`src/rtl/preg_reclaim_pkg.sv`:
```
// Shared types, defaults and helpers for the physical-register reclaim path.
package preg_reclaim_pkg;

    localparam int DEF_MAX_LENGTH = 64;
    localparam int DEF_MAX_IO     = 3;
    localparam int DEF_IO_WIDTH   = 6;
    localparam int ML_BITS        = $clog2(DEF_MAX_LENGTH);

    typedef logic [DEF_IO_WIDTH-1:0] preg_t;

    function automatic int min3(input int a, input int b, input int c);
        int m;
        m = (a < b) ? a : b;
        return (m < c) ? m : c;
    endfunction

endpackage

```
`src/rtl/preg_reclaim_if.sv`:
```
// Retire-side and free-list-side signal bundle of preg_reclaim.
interface preg_reclaim_if
    import preg_reclaim_pkg::*;
#(
    parameter int MAX_LENGTH  = DEF_MAX_LENGTH,
    parameter int IO_WIDTH    = DEF_IO_WIDTH,
    parameter int MAX_IO      = DEF_MAX_IO,
    parameter int STAGE_DEPTH = 8
);
    localparam int FL_BITS = $clog2(MAX_LENGTH);
    localparam int SC_BITS = $clog2(STAGE_DEPTH) + 1;

    logic [MAX_IO-1:0]               retire_en;
    logic [MAX_IO-1:0][IO_WIDTH-1:0] retire_tag;
    logic                            retire_ready;
    logic [FL_BITS:0]                fl_len;
    logic [MAX_IO-1:0]               put_en;
    logic [MAX_IO-1:0][IO_WIDTH-1:0] put;
    logic [SC_BITS-1:0]              stage_count;
    logic                            overflow_err;

    modport slave (
        input  retire_en, retire_tag, fl_len,
        output retire_ready, put_en, put, stage_count, overflow_err
    );

    modport master (
        output retire_en, retire_tag, fl_len,
        input  retire_ready, put_en, put, stage_count, overflow_err
    );

endinterface

```
`src/rtl/preg_reclaim_lane_compact.sv`:
```
// Prefix-sum lane compaction: each enabled lane gets its dense slot offset.
module lane_compact #(
    parameter int N  = 3,
    parameter int CW = $clog2(N + 1)
) (
    input  logic [N-1:0]         en_i,
    output logic [N-1:0][CW-1:0] off_o,
    output logic [CW-1:0]        cnt_o
);

    logic [CW-1:0] run_s;

    // Exclusive running sum of enables gives each lane's offset.
    always_comb begin
        run_s = '0;
        off_o = '0;
        for (int i = 0; i < N; i++) begin
            off_o[i] = run_s;
            run_s    = run_s + CW'(en_i[i]);
        end
        cnt_o = run_s;
    end

endmodule

```
`src/rtl/preg_reclaim.sv`:
```
// Producer side of the multi-lane free list: stages retired tags, drains them in order.
// Optional same-cycle bypass of an empty staging buffer: PREG_RECLAIM_BYPASS_EN.
module preg_reclaim
    import preg_reclaim_pkg::*;
#(
    parameter int MAX_LENGTH  = DEF_MAX_LENGTH,
    parameter int IO_WIDTH    = DEF_IO_WIDTH,
    parameter int MAX_IO      = DEF_MAX_IO,
    parameter int STAGE_DEPTH = 8
) (
    input logic           clk,
    input logic           rst_n,
    preg_reclaim_if.slave bus
);

    localparam int PW  = $clog2(STAGE_DEPTH);
    localparam int SCW = PW + 1;
    localparam int CW  = $clog2(MAX_IO + 1);

    generate
        if ((STAGE_DEPTH <= 0) || ((STAGE_DEPTH & (STAGE_DEPTH - 1)) != 0)
            || (STAGE_DEPTH < MAX_IO)) begin : g_bad_cfg
            $error("preg_reclaim: STAGE_DEPTH must be a power of two and >= MAX_IO");
        end
    endgenerate

    logic [PW-1:0]  head_q, head_d, tail_q, tail_d;
    logic [SCW-1:0] stage_count_q, stage_count_d;
    logic           overflow_q, overflow_d;
    logic           ready_q, ready_d;
    logic [IO_WIDTH-1:0] mem_q [STAGE_DEPTH];

    logic [MAX_IO-1:0][CW-1:0]       off_s;
    logic [CW-1:0]                   ret_cnt_s;
    logic [MAX_IO-1:0][IO_WIDTH-1:0] comp_tag_s;
    logic [MAX_IO-1:0]               put_en_s;
    logic [MAX_IO-1:0][IO_WIDTH-1:0] put_s;
    logic [MAX_IO-1:0]               wr_en_s;
    logic [MAX_IO-1:0][PW-1:0]       wr_idx_s;
    logic [PW-1:0]                   rd_idx_s;
    logic                            bypass_s;
    int                              free_s, acc_s, n_s, skip_s;

    lane_compact #(.N(MAX_IO), .CW(CW)) u_compact (
        .en_i  (bus.retire_en),
        .off_o (off_s),
        .cnt_o (ret_cnt_s)
    );

    // Dense list of this cycle's retired tags, used only for bypass.
    always_comb begin
        comp_tag_s = '0;
        for (int j = 0; j < MAX_IO; j++) begin
            for (int i = 0; i < MAX_IO; i++) begin
                if (bus.retire_en[i] && (off_s[i] == CW'(j))) begin
                    comp_tag_s[j] = bus.retire_tag[i];
                end else begin
                    comp_tag_s[j] = comp_tag_s[j];
                end
            end
        end
    end

    // Drain sizing, put lanes, staging writes and next-state pointers.
    always_comb begin
        acc_s = ready_q ? int'(ret_cnt_s) : 0;
        if (int'(bus.fl_len) > MAX_LENGTH) begin
            free_s = 0;
        end else begin
            free_s = MAX_LENGTH - int'(bus.fl_len);
        end

        bypass_s = 1'b0;
`ifdef PREG_RECLAIM_BYPASS_EN
        // Reset gating keeps put quiet while rst_n is low even with live retires.
        if (rst_n && ready_q && (stage_count_q == '0)) begin
            bypass_s = 1'b1;
        end else begin
            bypass_s = 1'b0;
        end
`endif

        if (bypass_s) begin
            n_s = min3(acc_s, MAX_IO, free_s);
        end else begin
            n_s = min3(int'(stage_count_q), MAX_IO, free_s);
        end
        skip_s = bypass_s ? n_s : 0;

        put_en_s = '0;
        put_s    = '0;
        rd_idx_s = '0;
        for (int i = 0; i < MAX_IO; i++) begin
            rd_idx_s = head_q + PW'(i);
            if (i < n_s) begin
                put_en_s[i] = 1'b1;
                put_s[i]    = bypass_s ? comp_tag_s[i] : mem_q[rd_idx_s];
            end else begin
                put_en_s[i] = 1'b0;
                put_s[i]    = '0;
            end
        end

        // Bypassed tags are skipped; the rest land at the tail in order.
        wr_en_s  = '0;
        wr_idx_s = '0;
        for (int i = 0; i < MAX_IO; i++) begin
            if (ready_q && bus.retire_en[i] && (int'(off_s[i]) >= skip_s)) begin
                wr_en_s[i]  = 1'b1;
                wr_idx_s[i] = tail_q + PW'(int'(off_s[i]) - skip_s);
            end else begin
                wr_en_s[i]  = 1'b0;
                wr_idx_s[i] = '0;
            end
        end

        head_d        = bypass_s ? head_q : (head_q + PW'(n_s));
        tail_d        = tail_q + PW'(acc_s - skip_s);
        stage_count_d = SCW'(int'(stage_count_q) + acc_s - n_s);
        overflow_d    = overflow_q | (~ready_q & (|bus.retire_en));
        ready_d       = ((STAGE_DEPTH - int'(stage_count_d)) >= MAX_IO);
    end

    // Pointer, occupancy and status registers.
    always_ff @(posedge clk or negedge rst_n) begin
        if (!rst_n) begin
            head_q        <= '0;
            tail_q        <= '0;
            stage_count_q <= '0;
            overflow_q    <= 1'b0;
            ready_q       <= 1'b1;
        end else begin
            head_q        <= head_d;
            tail_q        <= tail_d;
            stage_count_q <= stage_count_d;
            overflow_q    <= overflow_d;
            ready_q       <= ready_d;
        end
    end

    // Staging storage; contents are meaningless outside head..tail.
    always_ff @(posedge clk) begin
        for (int i = 0; i < MAX_IO; i++) begin
            if (wr_en_s[i]) begin
                mem_q[wr_idx_s[i]] <= bus.retire_tag[i];
            end
        end
    end

    assign bus.retire_ready = ready_q;
    assign bus.stage_count  = stage_count_q;
    assign bus.overflow_err = overflow_q;
    assign bus.put_en       = put_en_s;
    assign bus.put          = put_s;

endmodule
```
`src/flat_wrapper.sv`:
```
// flat-port wrapper written by rule: the top's interface ports become plain ports
module preg_reclaim_flat import preg_reclaim_pkg::*;
#(
    parameter int MAX_LENGTH  = DEF_MAX_LENGTH,
    parameter int IO_WIDTH    = DEF_IO_WIDTH,
    parameter int MAX_IO      = DEF_MAX_IO,
    parameter int STAGE_DEPTH = 8
)
  (clk, rst_n, bus_retire_en, bus_retire_tag, bus_fl_len, bus_retire_ready, bus_put_en, bus_put, bus_stage_count, bus_overflow_err);
  preg_reclaim_if #(.MAX_LENGTH(MAX_LENGTH), .IO_WIDTH(IO_WIDTH), .MAX_IO(MAX_IO), .STAGE_DEPTH(STAGE_DEPTH)) bus_i ();
  input logic clk;
  input logic rst_n;
  input wire logic [$bits(bus_i.retire_en)-1:0] bus_retire_en;
  input wire logic [$bits(bus_i.retire_tag)-1:0] bus_retire_tag;
  input wire logic [$bits(bus_i.fl_len)-1:0] bus_fl_len;
  output wire logic [$bits(bus_i.retire_ready)-1:0] bus_retire_ready;
  output wire logic [$bits(bus_i.put_en)-1:0] bus_put_en;
  output wire logic [$bits(bus_i.put)-1:0] bus_put;
  output wire logic [$bits(bus_i.stage_count)-1:0] bus_stage_count;
  output wire logic [$bits(bus_i.overflow_err)-1:0] bus_overflow_err;
  assign bus_i.retire_en = bus_retire_en;
  assign bus_i.retire_tag = bus_retire_tag;
  assign bus_i.fl_len = bus_fl_len;
  assign bus_retire_ready = bus_i.retire_ready;
  assign bus_put_en = bus_i.put_en;
  assign bus_put = bus_i.put;
  assign bus_stage_count = bus_i.stage_count;
  assign bus_overflow_err = bus_i.overflow_err;
  preg_reclaim #(.MAX_LENGTH(MAX_LENGTH), .IO_WIDTH(IO_WIDTH), .MAX_IO(MAX_IO), .STAGE_DEPTH(STAGE_DEPTH)) u_core (.clk(clk), .rst_n(rst_n), .bus(bus_i));
endmodule
```
`config.mk`:
```
export PLATFORM = sky130hd
export DESIGN_NAME = preg_reclaim_flat
export DESIGN_NICKNAME = d
export VERILOG_FILES = /design/src/rtl/preg_reclaim_pkg.sv /design/src/rtl/preg_reclaim_if.sv /design/src/rtl/preg_reclaim_lane_compact.sv /design/src/rtl/preg_reclaim.sv /design/src/flat_wrapper.sv
export SDC_FILE = /design/constraint.sdc
export NUM_CORES = 1
export LEC_CHECK = 0
export BUFFER_PORTS_ARGS = -buffer_cell sky130_fd_sc_hd__buf_2
export CAP_MARGIN = 20
export CORE_ASPECT_RATIO = 0.6
export CORE_UTILIZATION = 40
export CTS_CLUSTER_DIAMETER = 30
export DETAILED_ROUTE_END_ITERATION = 12
export RECOVER_POWER = 100
export SYNTH_ARGS = -nofsm -noshare
export SYNTH_HDL_FRONTEND = slang
export SYNTH_SLANG_ARGS = --single-unit
```
`constraint.sdc`:
```
create_clock -name clk -period 3.95 [get_ports clk]
set_input_delay 0.79 -clock clk [delete_from_list [all_inputs] [get_ports clk]]
set_output_delay 0.79 -clock clk [all_outputs]
set_load 0.01 [all_outputs]
```
-- After elaboration in Yosys (flattened, before gate mapping)
Memories as Yosys holds them, arrays and structs flattened.
Cells that the tools add are included.
- bits in writable memories: 48
- memories kept: 1
- bits of input ports: 30
- output and inout port bits: 27
- register bits: 12
- muxes and demuxes: 22
- reduce and logical (&&, ||, !) cells: 4
- magnitude comparators: 7
- add/sub/neg operators: 12
- bitwise gates (word level): 3
- memory list (memory ; depth ; width ; read ports ; clocked after Yosys merged registers in ; wr ports ; RTL line ; RTL):
    u_core.mem_q ; 8 ; 6 ; 3 ; 0 ; 3 ; preg_reclaim.sv:31 ; logic [IO_WIDTH-1:0] mem_q [STAGE_DEPTH];
- operators by type and width (operator ; number):
    $mux 32 ; 2
    $ge 32x3->1 const B ; 1
    $lt 1x32->1 const A ; 1
    $lt 2x32->1 const A ; 1
    $lt 3x32->1 const A ; 1
    $lt 32x32->1 ; 1
    $mux 6 ; 3
    $mux 1 ; 12
    $mux 3 ; 3
    $sub 7x7->8 const A ; 1
    $gt 7x7->1 const B ; 1
    $add 3x3->3 ; 2
    $sub 4x4->5 const A ; 1
    $add 4x4->4 ; 1
    $lt 4x2->1 const B ; 1
    $mux 4 ; 1
    $sub 4x4->4 ; 1
    $add 3x1->3 ; 1
    $add 3x1->3 const B ; 1
    $add 3x2->3 ; 1
    $add 3x2->3 const B ; 1
    $logic_and 1x1->1 ; 3
    $reduce_or 3->1 ; 1
    $add 1x1->2 ; 1
    5 further kinds ; 5

-- Depth between registers and ports, before layout
Gate-level depths: netlist (run 1).
- word-level depth: 7
- depth in mapped cells: 19
- gate-level depth less buffers: 19

-- Cells and area by module
From an unflattened synthesis (run 1), not the netlist that was laid out.
- cells, all modules: 491
- area total of the unflattened synthesis: 5162.5 um^2
- modules (own cells, without submodules) (module ; sequential area each (um^2) ; area an instance (um^2) ; cells each ; times used):
    preg_reclaim ; 1742.9 ; 5096.1 ; 484 ; 1
    lane_compact ; 0.0 ; 66.3 ; 7 ; 1

-- Worst setup path before layout (run 1)
No wires, ideal clock.
- path type: input -> register
- start point: input port bus_fl_len[0]
- end point: register u_core.stage_count_q[3], in the netlist u_core.bus.stage_count[3]
- setup slack: -0.777 ns
- arrival time: 4.603 ns
- data required time: 3.826 ns
- path buffers: 0
- stages on the path: 19
- cell sequence: inv_1 -> ha_1 -> or3b_4 -> o31ai_1 -> nand2_1 -> ha_1 -> o211ai_1 -> a21oi_1 -> nor3_2 -> nor2_2 -> mux2i_1 -> fa_1 -> inv_1 -> ha_1 -> a21o_1 -> a21oi_1 -> xnor2_1 -> nor3_1 -> or2_1
- cells in the longest elaborated chain, start to end: 5
- elaborated cells on any way between the ends: 6
- those cells by class: 2 x add/sub; 2 x order compare; 2 x mux
- ends and longest elaborated chain (what ; RTL line ; RTL):
    start: declaration ; flat_wrapper.sv:15 ; input wire logic [$bits(bus_i.fl_len)-1:0] bus_fl_len;
    $sub 7x7->8 / $gt 7x7->1 (equally long branches) ; preg_reclaim.sv:70, preg_reclaim.sv:67 ;
    $mux 32 * ; preg_reclaim.sv:67 ; if (int'(bus.fl_len) > MAX_LENGTH) begin
    $lt 32x32->1 ; preg_reclaim_pkg.sv:14 ; return (m < c) ? m : c;
    $mux 32 * ; preg_reclaim_pkg.sv:14 ;
    $sub 4x4->4 * ; preg_reclaim.sv:119 ; stage_count_d = SCW'(int'(stage_count_q) + acc_s - n_s);
    via u_core.stage_count_d[3] ; preg_reclaim.sv:28 ; logic [SCW-1:0] stage_count_q, stage_count_d;
    end signal: assignment ; preg_reclaim.sv:135 ; stage_count_q <= stage_count_d;
    end: declaration ; preg_reclaim.sv:28 ;
Mark *: on every way through the listed nets, which the timed path passes. The rest lies on a longest branch.

-- Worst setup path after layout (run 1)
- start point: input port bus_fl_len[1]
- end point: register u_core.stage_count_q[3], in the netlist u_core.bus.stage_count[3]
Same word-level chain as after synthesis.

==> out/results.env, run 1 <==
POST_SYNTH_MAIN_AREA_CONTRIBUTORS='sky130_fd_sc_hd__edfxtp_1 29%, sky130_fd_sc_hd__mux4_2 14%, sky130_fd_sc_hd__mux2i_1 12%'
FINAL.FILL_COUNT=1066
FINAL_UTIL_PCT=52.5
GRT_MAX_DEGREE=32
VIOLATIONS='negative setup slack'
DIE_X_UM=145
FINAL.PERIOD_UTILIZATION_PCT=109
STARTPOINT_CLASS_OF_THE_CRITICAL_PATH='primary input'
NUMBER_OF_GLOBAL_ROUTE_VIAS_BEFORE_REPAIR=3801
SYNTH_EDF_COUNT=48
IO_BUFFER_COUNT=56
CLK_PATH_BUF_DEPTH=2
LAYOUT_COMMON_CELLS='77 x sky130_fd_sc_hd__nand2_1, 57 x sky130_fd_sc_hd__mux2i_1, 48 x sky130_fd_sc_hd__edfxtp_1'
TIMING.RR.END='u_core.bus.stage_count[3]'
IO-PIN-COUNT=57
MULTI_INPUT_AREA_UM2=3120
TIMING.REG2REG.SETUP_SLACK_NS=0.35
SETUP_VIOLATIONS=24
POST_DRT_WL_PER_CELL_UM=20.9
ANTENNA_VIOLATING_NETS_LEFT=0
DETAILEDPLACEMENTHPWL_UM=11600
TIMING.CRITICAL_PATH.CELLS='buf_12, inv_12, ha_4, or3b_4, o31ai_4, nand2_2, ha_4, nor3b_2, a21oi_2, nor3_4, nor2_2, mux2i_2, fa_1, inv_1, ha_1, a21o_1, a21oi_2, xnor2_2, o21a_1, or2_1'
SYN_AREA_UM2=4920
CRITICAL_PATH.REG2REG.STARTPOINT='u_core.bus.stage_count[3]'
POSTROUTEWIRELENGTH_UM=15100
CRITPATHKIND='in2reg'
YOSYS.AREA.TOP_TYPE='sky130_fd_sc_hd__edfxtp_1'
POSTSYNTH.TOPFLOPCELL='sky130_fd_sc_hd__edfxtp_1'
WORSTPATHMAXFANOUT=3
WORSTHOLDPATHCELLS=1
VIA_COUNT=4162
CTSHTREEMAXLEVEL=3
DRT_ITER0_DRC=493
FINAL-SEQ-AREA_UM2=1740
CP_SLOWEST_CELL='sky130_fd_sc_hd__fa_1'
GRT_UTIL_ALL_LAYERS_PCT=24.1
GLOBALROUTE.TOTALOVERFLOW=0
CLK-INSERTION-DELAY-LATE_NS=0.33
HOLD_PATH_STARTPOINT='u_core.bus.overflow_err'
FIRSTDRTPASSITERS=5
CORE_REGION_AREA_UM2=11600
HOLD_SLACK_NS=0.491
MIN_DELAY_WORST_TYPE='reg2reg'
WORST_PIN_SLEW_NS=1.09
TIMING.SLEW.HEADROOM_PCT=26.4
FIN_AREA_UM2=6110
RUN_STATUS='complete, but fails checks'
PRE_CTS_SLACK_NS=-0.762
SYNTH.AVG_CELL_AREA_UM2=10.2
FINAL_COMMON_CELL='sky130_fd_sc_hd__nand2_1'
MAX_CLK_RATE_MHz=232
PORTION_OF_SYNTHESIZED_CELL_AREA_OCCUPIED_BY_THE_LEADING_CELL_TYPE_PCT=29.3
NUM_ANTENNA_CELLS=0
SYNTHESIS_STAGE_REGISTER_BIT_COUNT=60
SETUP.WORST_PATH.END_CLASS='flip-flop'
PEAKVDDDROP_mV=0.349
FINAL_NETS=613
RSZ0062_AT_GRT='true'
YOSYSWARNINGCOUNT=0
TIMING.CRITICAL_PATH.ARRIVAL_NS=4.52
REQUIRED_NS=4.16
FINALMAXSLEWVIOLATIONS=0
NETLIST_INSTANCES=482
FP.DIEH_UM=87.9
DRIVE_GT1_SHARE_PCT=33.1
CLOCK-ROOT-BUFFER='sky130_fd_sc_hd__clkbuf_16'
NUMCTSBUFFERS=9
MAX_STAGE_DELAY_NS=0.56
FINAL_GP_CONGESTION=0.860
GLOBAL_ROUTE_WIRE_LENGTH_BEFORE_REPAIR_UM=22500
FIN_SKEW_NS=0.00683
FINAL.MIN_CLOCK_PERIOD_NS=4.31
DESIGN.DIE.AREA_UM2=12800
FINAL_CRITICAL_PATH_SETUP_SLACK_NS=-0.362
TRITONCTS='built'
DRCVIOLATIONCOUNT=0
MIN_DELAY_WORST_ENDPOINT='u_core.bus.overflow_err'
YOSYS.CELL_TYPES.COUNT=48
R2R.WORST_PATH.CELLS=16
LAUNCHING_INSTANCE_OR_PORT_OF_THE_CRITICAL_PATH='bus_fl_len[1]'
CELLPOWERDENSITY_nW_PER_UM2=792
ANTENNA_VIOLATIONS_BEFORE_REPAIR=1
TOTAL_LEAKAGE_POWER_uW=0.00245
YS_ASYNC_SR_FRACTION_PCT=20.0
AVGVIACOUNTPERCELL=5.74
HOLD_VIOLATIONS=0
NUM_ROWS=30
PLACEDINSTANCEAREA_UM2=5630
CAP_VIOL_MAX_COUNT=0
INITIAL_UTILIZATION_PCT=42.3
SHARE_OF_SYNTHESIZED_AREA_OCCUPIED_BY_FLIP_FLOPS_AND_LATCHES_PCT=35.4
CTS_NUM_SINKS=60
CLK_TRANSITION_REPORTED_PATHS_NS=0.05
AREA_DELTA_SYNTH_FINAL_PCT=24.1
[kinds of logic (layout without fill, tap and decap cells)]
group,after synthesis,after routing,synth area share [%]
mux,91,91,26.3
simple gates,148,148,14.0
buf+inv,63,145,5.39
other cells,1,2,0.0762
flops,60,60,35.4
xor+xnor,13,13,2.31
compound gates,83,83,9.78
fa+ha+maj,23,23,6.76
[power by group]
part           internal, uW  switching [uW]
sequential              948             208
clock                   487             276
combinational          1350            1570
[layout make-up]
| cell class | count | area share, % |
|---|---|---|
| repair buffers | 104 | 10.5 |
| inverters | 25 | 1.82 |
| multi-input cells | 360 | 51.1 |
| clock inverters | 6 | 1.09 |
| flip-flops and latches | 60 | 28.5 |
| well taps | 160 | 3.28 |
| clock buffers | 10 | 3.75 |
[worst max path at each step]
stage	endpoint	cells after the start
floorplan	u_core.bus.stage_count[3]	19
global placement	u_core.bus.stage_count[3]	20
detailed placement	u_core.bus.stage_count[3]	20
CTS	u_core.bus.stage_count[3]	20
global route	u_core.bus.stage_count[3]	20
finish	u_core.bus.stage_count[3]	20
[synthesized netlist by cell type, types with 11 or more instances]
| cell | n |
|---|---|
| sky130_fd_sc_hd__nor2_1 | 24 |
| sky130_fd_sc_hd__nor3_1 | 16 |
| sky130_fd_sc_hd__a21oi_1 | 30 |
| sky130_fd_sc_hd__mux4_2 | 30 |
| sky130_fd_sc_hd__dfrtp_1 | 11 |
| sky130_fd_sc_hd__o21ai_0 | 37 |
| sky130_fd_sc_hd__clkbuf_1 | 14 |
| sky130_fd_sc_hd__ha_1 | 17 |
| sky130_fd_sc_hd__inv_1 | 25 |
| sky130_fd_sc_hd__mux2i_1 | 59 |
| sky130_fd_sc_hd__buf_1 | 13 |
| sky130_fd_sc_hd__edfxtp_1 | 48 |
| sky130_fd_sc_hd__nand2_1 | 78 |
[registers in the layout (all words and copies together), names as in the netlist]
register / cells
u_core.head_q: 3
u_core.bus.overflow_err: 1
u_core.mem_q: 48
u_core.tail_q: 3
u_core.bus.stage_count: 4
u_core.bus.retire_ready: 1
[per-stage QoR]
step	power, uW	instances	TNS, ns
6_report	4840	725	-5.08
3_5_place_dp	3800	705	-9.42
2_1_floorplan	2920	483	-1.02
5_1_grt	5140	725	-7.38
4_1_cts	4780	724	-4.35
3_3_place_gp	3710	705	-7.21
[worst max-delay path: cells and delay by family]
family | cells | cell delay, ns
and+or+nand+nor | 6 | 1.16
buffers and inverters | 3 | 0.20
muxes | 1 | 0.17
AOI/OAI and AO/OA | 5 | 0.92
xor gates and xnor gates | 1 | 0.11
adders and majority gates | 4 | 1.14
[layer usage]
layer,part of all wire (%),track usage [%],up-vias
met1,50,40.0,2018
met2,38,30.6,230
met5,0,0,-
li1,-,-,1903
met4,0.47,4.02,0
met3,11,5.94,11
[repair_timing]
action                                  CTS  global route
endpoints found under the setup margin   25            25
resized for setup                        34             9
buffers inserted                          3             1
hold buffers                              0             0
pin swaps                                20             9
(Power assumes the default switching activity.)
==> run 2: changes to the inputs <==
--- a/config.mk
+++ b/config.mk
@@ -8,7 +8,7 @@
 export BUFFER_PORTS_ARGS = -buffer_cell sky130_fd_sc_hd__buf_2
 export CAP_MARGIN = 20
 export CORE_ASPECT_RATIO = 0.6
-export CORE_UTILIZATION = 40
+export CORE_UTILIZATION = 25
 export CTS_CLUSTER_DIAMETER = 30
 export DETAILED_ROUTE_END_ITERATION = 12
 export RECOVER_POWER = 100
==> run 2 against run 1 <==
  * The flow still finishes with violations (negative setup slack)
  * Count of clock-buffer cells in the layout decreased by 1
  * Hold slack lost 0.0076 ns
  * Global-route usage shrank 9.3 points
  * Largest power group unchanged
==> out/results.env, run 2 (synthesis gave the netlist of run 1 again) <==
RUN_STATUS='complete, but fails checks'
VIOLATIONS='negative setup slack'
TOTAL_LEAKAGE_POWER_uW=0.00245
CELLPOWERDENSITY_nW_PER_UM2=767
POWER.SHARE.SEQUENTIAL_PCT=24.3
TIMING.REG2REG.SETUP_SLACK_NS=0.48
DIE_X_UM=183
DRIVE_GT1_SHARE_PCT=32.7
POSTROUTEWIRELENGTH_UM=15200
NUMBER_OF_FLIP_FLOPS_IN_THE_LARGEST_REGISTER=48
MAX_CLK_RATE_MHz=242
SWSHARE_PCT=42.7
TIMING.CRITICAL_PATH.ARRIVAL_NS=4.34
DETAILEDPLACEMENTHPWL_UM=12000
FINAL_GP_CONGESTION=0.819
GRT_MAX_DEGREE=32
CTSHTREEMAXLEVEL=3
CRIT_PATH_MAX_DELAY_FAMILY='adder cells'
INITIAL_UTILIZATION_PCT=25.7
NET-SWITCHING-POWER_uW=2030
FINAL_CRITICAL_PATH_SETUP_SLACK_NS=-0.182
P_INT_uW=2730
NUM_ROWS=39
GLOBALROUTE.TOTALOVERFLOW=0
TIMING.RR.END='u_core.bus.stage_count[3]'
ANTENNA_VIOLATIONS_BEFORE_REPAIR=0
POST_DRT_WL_PER_CELL_UM=18.3
CLK_PATH_BUF_DEPTH=2
CLK-INSERTION-DELAY-LATE_NS=0.32
MAX_STAGE_DELAY_NS=0.54
HOLD_SLACK_NS=0.484
CORE_REGION_AREA_UM2=19200
CLK_TRANSITION_REPORTED_PATHS_NS=0.06
WORST_PIN_SLEW_NS=0.847
CLOCK-ROOT-BUFFER='sky130_fd_sc_hd__clkbuf_16'
CAP_VIOL_MAX_COUNT=0
FINAL_UTIL_PCT=32.4
GRT_UTIL_ALL_LAYERS_PCT=14.9
IO-PIN-COUNT=57
CRITPATHKIND='in2reg'
TRITONCTS='built'
MIN_DELAY_WORST_TYPE='reg2reg'
WORST-PATH-BUF-INV=3
WORSTPATHMAXFANOUT=2
AVGVIACOUNTPERCELL=4.92
FIN_SKEW_NS=0.00662
PWR-SHARE-COMB_PCT=59.4
SETUP_VIOLATIONS=23
FINALMAXSLEWVIOLATIONS=0
POWER_uW=4760
FIRSTDRTPASSITERS=5
DRCVIOLATIONCOUNT=0
GLOBAL_ROUTE_WIRE_LENGTH_BEFORE_REPAIR_UM=22400
NUM_ANTENNA_CELLS=0
VIA_COUNT=4073
NUMCTSBUFFERS=9
HOLD_VIOLATIONS=0
STARTPOINT_CLASS_OF_THE_CRITICAL_PATH='primary input'
MIN_DELAY_WORST_ENDPOINT='u_core.bus.overflow_err'
LAYOUT_COMMON_CELLS='77 x sky130_fd_sc_hd__nand2_1, 58 x sky130_fd_sc_hd__mux2i_1, 48 x sky130_fd_sc_hd__edfxtp_1'
RSZ0062_AT_GRT='true'
ANTENNA_VIOLATING_NETS_LEFT=0
FINAL.MIN_CLOCK_PERIOD_NS=4.13
R2R.WORST_PATH.CELLS=16
AREA_DELTA_SYNTH_FINAL_PCT=26.1
FINAL.PERIOD_UTILIZATION_PCT=105
CLKPWRFRAC_PCT=16.3
TIMING.SLEW.HEADROOM_PCT=43.2
NUMBER_OF_BUFFERS_INSERTED_FOR_HOLD_REPAIR_AFTER_CLOCK_TREE_SYNTHESIS=0
NUMBER_OF_GLOBAL_ROUTE_VIAS_BEFORE_REPAIR=3555
FP.DIEH_UM=111
SUM_OF_NEGATIVE_SETUP_SLACK_NS=-3.07
CRITICAL_PATH.REG2REG.STARTPOINT='u_core.bus.stage_count[3]'
SETUP.WORST_PATH.END_CLASS='flip-flop'
FINAL_COMMON_CELL='sky130_fd_sc_hd__nand2_1'
IO_BUFFER_COUNT=56
TIMING.CRITICAL_PATH.CELLS='buf_12, inv_12, ha_4, or3b_4, o31ai_4, nand2_2, ha_4, o211ai_1, a21oi_2, nor3_4, nor2_2, mux2i_1, fa_1, inv_1, ha_1, a21o_1, a21oi_2, xnor2_2, nor3_2, or2_1'
DESIGN.DIE.AREA_UM2=20300
HOLD_PATH_STARTPOINT='u_core.bus.overflow_err'
REQUIRED_NS=4.15
CP_SLOWEST_CELL='sky130_fd_sc_hd__fa_1'
WORSTHOLDPATHCELLS=1
CTS_NUM_SINKS=60
FINAL_NETS=610
DRT_ITER0_DRC=473
PEAKVDDDROP_mV=0.295
## run 2: cell count changes in the layout (fill, tap and decap cells not counted), sizes merged
| cell | change |
|---|---|
| buf | -1 |
| clkinv | +4 |
| clkinvlp | -3 |
| clkbuf | -3 |
## run 2: how the worst max path moves through the flow
stage	startpoint	to	slack, ns	cells past startpoint
5_1_grt	bus_fl_len[0]	u_core.bus.stage_count[3]	-0.41	20
2_1_floorplan	bus_fl_len[1]	u_core.bus.stage_count[3]	-0.51	19
4_1_cts	bus_fl_len[0]	u_core.bus.stage_count[3]	-0.27	20
3_5_place_dp	bus_fl_len[1]	u_core.bus.stage_count[3]	-0.77	20
6_report	bus_fl_len[1]	u_core.bus.stage_count[3]	-0.18	20
3_3_place_gp	bus_fl_len[1]	u_core.bus.stage_count[3]	-0.71	20
## run 2: final cells by class
cell class | count | area (um2)
Fill cell | 1968 | 13000
Multi-Input combinational cell | 360 | 3100
Sequential cell | 60 | 1740
Timing Repair Buffer | 101 | 626
Tap cell | 266 | 333
Clock buffer | 9 | 225
Inverter | 25 | 111
Clock inverter | 7 | 75.1
## run 2: worst register-to-register path: cells and delay by family, from the launching register on
family | cells | cell delay [ns]
XOR/XNOR | 1 | 0.15
AO/OA/AOI/OAI | 4 | 0.65
flip-flops | 1 | 0.42
buffers and inverters | 2 | 0.19
adder cells (fa/ha/maj) | 3 | 0.96
multiplexers | 1 | 0.25
AND/OR/NAND/NOR | 5 | 0.75
## run 2: stage by stage
step / setup WS [ns] / instances / cell area (um2)
floorplan: -0.508 / 483 / 4990
global placement: -0.712 / 806 / 5720
detailed placement: -0.774 / 806 / 5720
CTS: -0.267 / 826 / 6160
global route: -0.407 / 828 / 6210
finish: -0.182 / 828 / 6210
## run 2: per-layer routing
layer / global-route usage, % / part of all wire, % / up-vias
met5: 0 / 0 / -
met4: 2.28 / 0.46 / 0
met3: 3.45 / 11 / 5
met2: 15.8 / 33 / 239
met1: 27.4 / 56 / 1931
li1: - / - / 1898
## run 2: timing repair
item	in CTS	in global routing
endpoints found under the setup margin	25	26
resized for setup	28	11
endpoints found under the hold margin	0	0
pin swaps	21	2
setup buffers	4	2
## run 2: power groups by stage
| stage | logic, uW | registers (uW) | clock network (uW) |
|---|---|---|---|
| 3_3_place_gp | 2590 | 1150 | 0 |
| 4_1_cts | 2760 | 1150 | 783 |
| 2_1_floorplan | 1870 | 1050 | 0 |
| 3_5_place_dp | 2610 | 1160 | 0 |
| 5_1_grt | 3090 | 1180 | 807 |
| 6_report | 2830 | 1160 | 777 |
==> run 3: changes to the inputs <==
--- a/config.mk
+++ b/config.mk
@@ -8,6 +8,7 @@
 export BUFFER_PORTS_ARGS = -buffer_cell sky130_fd_sc_hd__buf_2
 export CAP_MARGIN = 20
 export CORE_ASPECT_RATIO = 0.6
+export CORE_MARGIN = 3
 export CORE_UTILIZATION = 25
 export CTS_CLUSTER_DIAMETER = 30
 export DETAILED_ROUTE_END_ITERATION = 12
==> constraint.sdc (replaced) <==
create_clock -name clk -period 4.75 [get_ports clk]
set_input_delay 0.95 -clock clk [delete_from_list [all_inputs] [get_ports clk]]
set_output_delay 0.95 -clock clk [all_outputs]
set_load 0.01 [all_outputs]
==> run 3 against run 2 <==
  * The run now ends clean
  * Power shrank 21%
  * Hold slack improved by 0.00087 ns
  * Register-to-register slack improved by 0.67 ns
  * Design area shrank 5.9%
  * Die area increased by 5.9%
  * Combinational power decreased by 25%
  * Non-clock buffer count down 22
  * Clock power shrank 14%
  * Count of clock-buffer cells in the layout increased by 1
  * Clock skew barely moved
  * Critical endpoint is now bus_put[9]
==> out/results.env, run 3 (synthesis gave the netlist of run 1 again) <==
RUN_STATUS='finished, final reports clean'
GLOBALROUTE.TOTALOVERFLOW=0
DESIGN.DIE.AREA_UM2=21500
POST_DRT_WL_PER_CELL_UM=18.5
FIN_SKEW_NS=0.00688
NUM_ROWS=39
DRIVE_GT1_SHARE_PCT=23.0
DETAILEDPLACEMENTHPWL_UM=12000
WORST_PIN_SLEW_NS=0.889
SETUP.WORST_PATH.END_CLASS='output pin'
FINAL_UTIL_PCT=30.5
POST_CTS_RESIZED=0
FINAL.PERIOD_UTILIZATION_PCT=95.5
MULTI_INPUT_AREA_UM2=2950
DRT_ITER0_DRC=347
RSZ0062_AT_GRT='false'
GLOBAL_ROUTE_WIRE_LENGTH_BEFORE_REPAIR_UM=23000
TOTAL_LEAKAGE_POWER_uW=0.00229
DRCVIOLATIONCOUNT=0
NUM_ANTENNA_CELLS=0
WORSTPATHMAXFANOUT=7
FINAL.FILL_COUNT=1997
ANTENNA_VIOLATING_NETS_LEFT=0
WORSTHOLDPATHCELLS=1
FINAL_COMMON_CELL='sky130_fd_sc_hd__nand2_1'
FINALMAXSLEWVIOLATIONS=0
ANTENNA_VIOLATIONS_BEFORE_REPAIR=0
FINAL-SEQ-AREA_UM2=1740
AVGVIACOUNTPERCELL=4.87
CLK_TRANSITION_REPORTED_PATHS_NS=0.05
CTS_NUM_SINKS=60
POWER_uW=3750
MIN_DELAY_WORST_TYPE='reg2reg'
CRITPATHKIND='in2out'
CELLPOWERDENSITY_nW_PER_UM2=643
MAX_CLK_RATE_MHz=220
HOLD_PATH_STARTPOINT='u_core.bus.overflow_err'
AREA_DELTA_SYNTH_FINAL_PCT=18.6
REQUIRED_NS=3.80
NUMBER_OF_BUFFERS_INSERTED_FOR_HOLD_REPAIR_AFTER_CLOCK_TREE_SYNTHESIS=0
R2R.WORST_PATH.CELLS=17
NUMBER_OF_GLOBAL_ROUTE_VIAS_BEFORE_REPAIR=3639
HOLD_SLACK_NS=0.485
TIMING.RR.END='u_core.bus.retire_ready'
TIMING.CRITICAL_PATH.ARRIVAL_NS=3.59
FINAL_GP_CONGESTION=0.817
IO-PIN-COUNT=57
CLK_PATH_BUF_DEPTH=2
GRT_UTIL_ALL_LAYERS_PCT=14.1
HOLD_VIOLATIONS=0
IO_BUFFER_COUNT=56
TIMING.REG2REG.SETUP_SLACK_NS=1.15
TIMING.SLEW.HEADROOM_PCT=40.4
LAYOUT_COMMON_CELLS='78 x sky130_fd_sc_hd__nand2_1, 58 x sky130_fd_sc_hd__mux2i_1, 48 x sky130_fd_sc_hd__edfxtp_1'
CRITICAL_PATH.REG2REG.STARTPOINT='u_core.bus.stage_count[3]'
INITIAL_UTILIZATION_PCT=25.7
FINAL.MIN_CLOCK_PERIOD_NS=4.54
FINAL_NETS=588
CLOCK-ROOT-BUFFER='sky130_fd_sc_hd__clkbuf_16'
FP.DIEH_UM=115
POSTROUTEWIRELENGTH_UM=14900
POST_CTS.REPAIR.SETUP_BUFFERS=0
VIA_COUNT=3920
FIRSTDRTPASSITERS=5
STARTPOINT_CLASS_OF_THE_CRITICAL_PATH='primary input'
CORE_REGION_AREA_UM2=19200
PEAKVDDDROP_mV=0.218
NUMBER_OF_FLIP_FLOPS_IN_THE_LARGEST_REGISTER=48
DIE_X_UM=187
TRITONCTS='built'
CLK-INSERTION-DELAY-LATE_NS=0.33
MIN_DELAY_WORST_ENDPOINT='u_core.bus.overflow_err'
NUMCTSBUFFERS=9
SETUP_VIOLATIONS=0
GRT_MAX_DEGREE=32
CTSHTREEMAXLEVEL=3
CAP_VIOL_MAX_COUNT=0
[run 3: cell types whose count changed in the layout (fill, tap and decap cells not counted), moves of 3 or more]
cell | previous run | this run
sky130_fd_sc_hd__clkinv_4 | 4 | 0
sky130_fd_sc_hd__a21oi_2 | 14 | 0
sky130_fd_sc_hd__a21oi_1 | 16 | 30
sky130_fd_sc_hd__ha_1 | 14 | 17
sky130_fd_sc_hd__ha_4 | 3 | 0
sky130_fd_sc_hd__inv_1 | 21 | 25
sky130_fd_sc_hd__clkbuf_1 | 13 | 20
sky130_fd_sc_hd__clkbuf_2 | 0 | 9
sky130_fd_sc_hd__buf_4 | 37 | 14
sky130_fd_sc_hd__nor3_1 | 9 | 13
sky130_fd_sc_hd__buf_2 | 46 | 36
[run 3: layout make-up]
cell class	instances	share of cell area, %
clock buffer	10	3.92
clock inverter	5	1.33
inverter	25	1.61
multi-input combinational	360	50.5
sequential	60	29.8
tap	266	5.70
timing repair buffer	79	7.07
[run 3: how the worst max path moves through the flow]
stage / start / endpoint / slack (ns) / cells after the start
2_1_floorplan: bus_fl_len[0] / u_core.bus.stage_count[3] / 0.003 / 19
3_3_place_gp: bus_fl_len[0] / u_core.bus.retire_ready / 0.02 / 21
3_5_place_dp: bus_fl_len[0] / u_core.bus.stage_count[3] / -0.02 / 20
4_1_cts: bus_fl_len[0] / bus_put[6] / 0.17 / 14
5_1_grt: bus_fl_len[0] / u_core.bus.retire_ready / 0.007 / 20
6_report: bus_fl_len[0] / bus_put[9] / 0.21 / 14
[run 3: metal layers]
layer / wire [um] / share of wire (%) / global-route usage [%] / vias to the layer above
met5: 0 / 0 / 0 / -
met4: 133 / 0.89 / 2.87 / 0
met3: 1960 / 13 / 5.29 / 11
met2: 4610 / 31 / 15.3 / 223
met1: 8200 / 55 / 24.2 / 1831
li1: - / - / - / 1855
[run 3: worst max-delay path, cell delays in order]
cell	delay (ns)
sky130_fd_sc_hd__buf_2	0.10
sky130_fd_sc_hd__inv_1	0.05
sky130_fd_sc_hd__ha_1	0.15
sky130_fd_sc_hd__or3b_4	0.40
sky130_fd_sc_hd__o31ai_4	0.19
sky130_fd_sc_hd__nand2_1	0.11
sky130_fd_sc_hd__ha_1	0.30
sky130_fd_sc_hd__o211ai_1	0.18
sky130_fd_sc_hd__a21oi_1	0.08
sky130_fd_sc_hd__clkbuf_1	0.15
sky130_fd_sc_hd__o32ai_4	0.15
sky130_fd_sc_hd__mux2_4	0.39
sky130_fd_sc_hd__nor3_1	0.19
sky130_fd_sc_hd__clkbuf_2	0.17
[run 3: power breakdown]
part           switching (uW)  internal (uW)
clock network             214            453
logic                    1190            935
registers                 172            787
[run 3: metrics by stage]
stage | cells | TNS [ns] | setup WS (ns) | cell area, um2
after global routing | 805 | 0 | 0.00719 | 5840
after CTS | 805 | 0 | 0.169 | 5850
after global placement | 790 | 0 | 0.0169 | 5550
after floorplan | 483 | 0 | 0.00257 | 4930
final | 805 | 0 | 0.215 | 5840
after detailed placement | 790 | -0.0226 | -0.0160 | 5550
